===== config.mk =====
export PLATFORM = sky130hd
export DESIGN_NAME = w_4823_fir
export DESIGN_NICKNAME = d
export VERILOG_FILES = /design/src/rtl/w_4823_fir.sv
export SDC_FILE = /design/constraint.sdc
export NUM_CORES = 2
export LEC_CHECK = 0
export ABC_AREA = 0
export CORE_MARGIN = 5
export CORE_UTILIZATION = 40
export CTS_CLUSTER_DIAMETER = 120
export DETAILED_ROUTE_END_ITERATION = 12
export PLACE_DENSITY_LB_ADDON = 0.2
export SYNTH_ARGS = -nofsm -noshare
export SYNTH_HDL_FRONTEND = slang
export SYNTH_SLANG_ARGS = --single-unit

===== constraint.sdc =====
create_clock -name clk -period 32.2 [get_ports clk]
set_input_delay 4.83 -clock clk [delete_from_list [all_inputs] [get_ports clk]]
set_output_delay 4.83 -clock clk [all_outputs]
set_load 0.05 [all_outputs]

===== src/rtl/w_4823_fir.sv =====
// rtl/w_4823_fir.sv - 64-tap direct-form FIR, one sequential MAC per tap, loadable Q2.15 coefficients
module w_4823_fir (
    input  logic        clk,
    input  logic        rst,
    input  logic        clk_slow,
    input  logic [15:0] din,
    input  logic        valid_in,
    input  logic [16:0] cin,
    input  logic [5:0]  caddr,
    input  logic        cload,
    output logic [15:0] dout,
    output logic        valid
);

    typedef enum logic [1:0] {IDLE, MAC, DONE} state_t;

    state_t             state;
    logic               slow_q;
    logic               strobe;
    logic signed [16:0] cmem [64];
    logic signed [15:0] dline [64];
    logic [5:0]         head;
    logic [5:0]         tap;
    logic [5:0]         rd_idx;
    logic signed [32:0] c_ext;
    logic signed [32:0] x_ext;
    logic signed [32:0] prod;
    logic signed [39:0] prod_ext;
    logic signed [39:0] acc;
    logic signed [39:0] acc_next;
    logic signed [39:0] acc_shr;
    logic [15:0]        sat;

    assign strobe = (clk_slow & ~slow_q) | valid_in;

    // head is the slot of the newest sample, so tap k reads x[n-k] at head-k
    assign rd_idx   = head - tap;
    assign c_ext    = {{16{cmem[tap][16]}}, cmem[tap]};
    assign x_ext    = {{17{dline[rd_idx][15]}}, dline[rd_idx]};
    assign prod     = c_ext * x_ext;
    assign prod_ext = {{7{prod[32]}}, prod};
    assign acc_next = acc + prod_ext;
    assign acc_shr  = acc_next >>> 15;

    always_comb begin
        sat = acc_shr[15:0];
        if (acc_shr > 40'sd32767)
            sat = 16'h7fff;
        else if (acc_shr < -40'sd32768)
            sat = 16'h8000;
    end

    always_ff @(posedge clk) begin
        if (rst) begin
            state  <= IDLE;
            dout   <= '0;
            valid  <= 1'b0;
            acc    <= '0;
            slow_q <= 1'b1;
            head   <= '0;
            tap    <= '0;
            for (int i = 0; i < 64; i++) begin
                dline[i] <= '0;
                cmem[i]  <= '0;
            end
        end else begin
            slow_q <= clk_slow;
            valid  <= 1'b0;
            if (cload)
                cmem[caddr] <= cin;
            case (state)
                IDLE: begin
                    if (strobe) begin
                        dline[head + 6'd1] <= din;
                        head  <= head + 6'd1;
                        acc   <= '0;
                        tap   <= '0;
                        state <= MAC;
                    end
                end
                MAC: begin
                    acc <= acc_next;
                    tap <= tap + 6'd1;
                    if (tap == 6'd63) begin
                        dout  <= sat;
                        valid <= 1'b1;
                        state <= DONE;
                    end
                end
                DONE: state <= IDLE;
                default: state <= IDLE;
            endcase
        end
    end

endmodule


=== After elaboration in Yosys (flattened, before gate mapping) ===
Memories as Yosys holds them, arrays and structs flattened. A register that Yosys moved wholly into a read port is not among the register bits.
Cells that the tools add are included.

* $add $sub $neg: 4
* Multiply operators: 1
* Order comparisons: 2
* Eq/ne operators: 4
* Mux-type cells: 27
* Bitwise operators: 4
* Reduce and logical (&&, ||, !) cells: 9

{| class="wikitable"
|+ Operators by type and width
! operator !! count
|-
| $pmux W40 S2 || 1
|-
| $mux W16 || 3
|-
| $add A40 B33 Y40 || 1
|-
| $mux W40 || 1
|-
| $mul A17 B16 Y33 || 1
|-
| $mux W6 || 5
|-
| $gt A25 B16 Y1 const B || 1
|-
| $lt A25 B16 Y1 const B || 1
|-
| $mux W17 || 1
|-
| $reduce_or A17 Y1 || 1
|-
| $reduce_or A16 Y1 || 1
|-
| $add A6 B1 Y6 const B || 2
|-
| $mux W1 || 12
|-
| $pmux W6 S2 || 1
|-
| $reduce_and A2 Y1 || 4
|-
| $eq A6 B6 Y1 const B || 1
|-
| $sub A6 B6 Y6 || 1
|-
| $mux W2 || 2
|-
| $ne A2 B2 Y1 const B || 2
|-
| $pmux W2 S2 || 1
|-
| $eq A2 B1 Y1 const B || 1
|-
| $logic_not A2 Y1 || 1
|-
| $not A1 Y1 || 2
|-
| $reduce_bool A2 Y1 || 1
|-
| 3 further kinds || 3
|}

* Flip-flop bits (word level): 72
* Bits in writable memories: 2,112
* Input bits: 44
* Output and inout port bits: 17
* Word-level logic and storage cells: 60
* Memories kept: 2

{| class="wikitable"
|+ Memories
! memory !! words !! bits a word !! read ports !! clocked after Yosys merged registers in !! wr ports !! RTL line !! source
|-
| cmem || 64 || 17 || 1 || 1 || 64 || 20 || <nowiki>logic signed [16:0] cmem [64];</nowiki>
|-
| dline || 64 || 16 || 1 || 0 || 64 || 21 || <nowiki>logic signed [15:0] dline [64];</nowiki>
|}

=== Longest topological paths before layout ===
* Word-level depth: 9
* Gate-level depth with buffers: 40
* Gate-level depth less buffers: 35

=== Worst setup path before layout ===
OpenSTA, ideal clock, no wires.

* Path type: reg-to-reg
* Start point: register head[0]
* End point: register dout[10]
* Library setup time: 80 ps
* Arrival: 10,236 ps
* Data required time: 32,120 ps
* Path slack: 21,884 ps
* Cell stages (with the launch flop): 39
* Buffers on the path: 7
* Clock period less this slack: 10,316 ps
* Cell sequence: dfxtp_1 > inv_1 > ha_1 > fa_1 > buf_2 > buf_4 > buf_2 > buf_2 > buf_2 > mux4_2 > mux4_2 > mux2i_1 > a21oi_1 > buf_2 > nand2_1 > inv_1 > fa_1 > fa_1 > [... 3 more ...] > inv_1 > fa_1 > inv_1 > fa_1 > inv_1 > ha_1 > o21a_1 > nor2_1 > or4_1 > nor4_1 > a211oi_1 > xnor2_1 > nand3b_1 > nand4bb_1 > o41ai_2 > buf_2 > nand2_1 > a211oi_2

* Longest elaborated chain between the ends: 7
* Elaborated cells on any way between the ends: 8
* Classes of those cells: add/sub (2); mul (1); order compare (2); mux (2); memory (1)

{| class="wikitable"
|+ Ends and longest elaborated chain
! element !! RTL line !! source
|-
| start, declared || 22 || <nowiki>logic [5:0] head;</nowiki>
|-
| start signal, assigned || 75 || <nowiki>head <= head + 6'd1;</nowiki>
|-
| $sub A6 B6 Y6 * || 37 || <nowiki>assign rd_idx = head - tap;</nowiki>
|-
| $mem_v2 Z64 W16 * || n/a ||
|-
| $mul A17 B16 Y33 * || 40 || <nowiki>assign prod = c_ext * x_ext;</nowiki>
|-
| $add A40 B33 Y40 * || 42 || <nowiki>assign acc_next = acc + prod_ext;</nowiki>
|-
| $lt A25 B16 Y1 || 49 || <nowiki>else if (acc_shr < -40'sd32768)</nowiki>
|-
| $mux W16 || 49 ||
|-
| $mux W16 * || 47 || <nowiki>if (acc_shr > 40'sd32767)</nowiki>
|-
| end signal, assigned || 85 || <nowiki>dout <= sat;</nowiki>
|-
| end, declared || 11 || <nowiki>output logic [15:0] dout,</nowiki>
|}

Every way passes the cells marked *; elsewhere a longest branch is shown, timed or not.
A chain may end at the register's enable or synchronous reset.

=== Worst setup path in the final report ===
* Start point: register head[0]
* End point: register dout[11]

Same word-level chain as after synthesis.

==> results.sh <==
export IMPL_hold_viol_final=0
export IMPL_drt_initial_drc_count=5647
export IMPL_drive_gt1_share_pct=18.7
export IMPL_drtPass1Iterations=5
export IMPL_rr_worst_depth=35
export IMPL_cp_slowest_cell="buf_4"
export IMPL_hold_path_end="dout[15]$_SDFFE_PP0P_"
export IMPL_max_slew_worst_pin_slew_ns=1.16
export IMPL_hp_start="dout[15]$_SDFFE_PP0P_"
export IMPL_wl_um=313000
export IMPL_final_nets=8011
export IMPL_fin_skew_ns=0.0567
export IMPL_gp_congestion=0.822
export IMPL_place_inst=11000
export IMPL_regToRegStartpoint="head[0]$_SDFFE_PP0P_"
export IMPL_setup_tns_ns=0
export IMPL_htree_levels=4
export IMPL_start_kind="flip-flop"
export IMPL_min_period_ns=13.28
export IMPL_worstPathRequired_ns=33.00
export IMPL_initial_utilization_pct=40.1
export IMPL_min_delay_path_depth=2
export IMPL_cts_sinks=2190
export IMPL_hp_class="reg -> reg"
export IMPL_slew_headroom_pct=21.9
export IMPL_drv_slew=0
export IMPL_cts_root_buf="clkbuf_16"
export IMPL_fp_dieW_um=539
export IMPL_top_level_ports=61
export IMPL_clk_pin_slew_worst_paths_ns=0.06
export IMPL_outcome="complete, no violations"
export IMPL_ys_seq_elements=2190
export IMPL_async_reset_ff_share_pct=0
export IMPL_synth_net_count=8085
export IMPL_cp_arrival_ns=14.08
export IMPL_cts_tree="built"
export IMPL_reg2reg_to="dout[11]$_SDFFE_PP0P_"
export IMPL_final_area_mm2=0.124
export IMPL_synth_edff_count=2112
export IMPL_max_stage_delay_ns=0.86
export IMPL_postPlaceCellArea_mm2=0.117
export IMPL_antenna_found_initial=22
export IMPL_max_freq_mhz=75.3
export IMPL_crit_fanout=44
export IMPL_syn_to_final_growth_pct=10.8
export IMPL_syn_avg_cell_area_um2=14.8
export IMPL_cts_buffer_depth=4
export IMPL_core_area_mm2=0.279
export IMPL_synth_area_top_cells="edfxtp_1 57%, mux4_2 13%, and2_1 12%"
export IMPL_dp_final_hpwl_um=189000
export IMPL_grt_use_total_pct=21.3
export IMPL_die_area_mm2=0.291
export IMPL_postSynthCellCount=7577
export IMPL_finalNonFillerCells=11400
export IMPL_vias=62100
export IMPL_synthFlopType="edfxtp_1"
export IMPL_synth_top_cell_area_share_pct=56.6
export IMPL_postRouteAntennaNets=0
export IMPL_netlist_area_mm2=0.112
export IMPL_drcViolationCount=0
export IMPL_grt_pass1_vias=64600
export IMPL_critPathCaptureType="flip-flop"
export IMPL_fp_dieH_um=539
export IMPL_viasPerCell=5.43
export IMPL_ctsHoldBuffers=0
export IMPL_synth_cell_types=66
export IMPL_layout_commonest_cell="and2_1"
export IMPL_rrSetupSlack_ns=18.92
export IMPL_grt_max_degree=110
export IMPL_yosys_area_top_type="edfxtp_1"
export IMPL_numCtsBuffers=241
export IMPL_fp_row_count=194
export IMPL_grt_overflow=0
export IMPL_rsz0062_at_grt="no"
export IMPL_worstSkewPairLatency_ns=0.93
export IMPL_post_cts_buffers=0
export IMPL_criticalPathCategory="reg -> reg"
export IMPL_wl_per_cell_um=27.4
export IMPL_portBuffers=60
export IMPL_yosysSeqAreaShare_pct=58.0
export IMPL_finalCritPeriodShare_pct=41.3
export IMPL_max_cap_viol_count=0
export IMPL_cts_resized_gates=0
export IMPL_ys_warn_count=0
export IMPL_final_cell_mix="2,135 x and2_1, 2,112 x edfxtp_1, 666 x mux4_2"
export IMPL_finalSetupViolCount=0
export IMPL_n_fill_cell=24700
export IMPL_grt_first_pass_wirelength_um=459000
Yosys cell counts (11+ instances only):
master	instances
ha_1	121
nand2b_1	37
nor2b_1	98
xnor2_1	32
nor2_1	276
a211oi_2	11
or2_2	130
xor2_1	17
buf_2	83
nor3_1	14
mux2i_1	29
clkbuf_1	444
nand2_1	168
edfxtp_1	2112
a211oi_1	19
and2_1	2135
nand3_1	20
dfxtp_1	78
o21ai_0	23
inv_1	404
buf_4	16
mux4_2	666
buf_1	56
a22oi_1	46
a21oi_1	66
fa_1	343
a21o_1	16
logic make-up after synthesis:
family,after synthesis,synth area share (%)
simple gates,2931,15.4
buf+inv,1006,3.53
xor+xnor,49,0.383
compound gates,233,1.44
flops,2190,58.0
mux,704,13.7
fa+ha+maj,464,7.48
registers in the layout, summed over array words and instances (netlist names), named ones only:
name,cells
acc,40
dline,1024
state,2
valid,1
cmem,1088
dout,16
slow_q,1
head,6
tap,6
per-stage QoR:
step                      hold WS (ns)  worst slack [ns]  util (%)
after detailed placement         0.492             18.44      41.7
after global routing             0.524             18.14      44.5
final                            0.499             18.92      44.5
after global placement           0.485             18.67      41.7
after floorplan                  0.460             21.88         -
after CTS                        0.508             18.40      44.5
routing by layer:
layer	global-route usage (%)	vias to the layer above	routed length (µm)
li1	-	26700	-
met1	29.7	33100	132000
met5	0	-	13
met2	35.8	1911	155000
met3	2.85	358	18800
met4	4.68	2	7020
worst max-delay path: cells and delay by family (launching register included):
family,cells,cell delay [ns]
AND/OR/NAND/NOR,8,1.64
multiplexers,3,1.43
flip-flops,1,0.44
buffers and inverters,10,3.11
XOR/XNOR,1,0.29
AO/OA/AOI/OAI,5,1.69
adder cells (fa/ha/maj),8,4.44
worst max path at each step:
stage,startpoint,end,slack (ns),depth (start not counted)
floorplan,head[0]$_SDFFE_PP0P_,dout[10]$_SDFFE_PP0P_,21.88,38
global route,head[0]$_SDFFE_PP0P_,dout[13]$_SDFFE_PP0P_,18.14,35
CTS,head[0]$_SDFFE_PP0P_,dout[10]$_SDFFE_PP0P_,18.40,34
detailed placement,head[0]$_SDFFE_PP0P_,dout[10]$_SDFFE_PP0P_,18.44,34
global placement,head[0]$_SDFFE_PP0P_,dout[13]$_SDFFE_PP0P_,18.67,34
finish,head[0]$_SDFFE_PP0P_,dout[11]$_SDFFE_PP0P_,18.92,35
layout make-up:
cell class | count | area [µm²] | share of cell area, %
diodes | 6 | 15.0 | 0.0121
multi-input cells | 4381 | 43200 | 34.8
clock buffers | 301 | 6290 | 5.07
well taps | 3724 | 4660 | 3.75
flip-flops and latches | 2190 | 65000 | 52.4
clock inverters | 137 | 1270 | 1.03
inverters | 405 | 1520 | 1.22
repair buffers | 284 | 2150 | 1.73
Power is left out: the tool's default activity adds up to more than one toggle a clock period on the data nets, which glitch-free logic cannot reach.
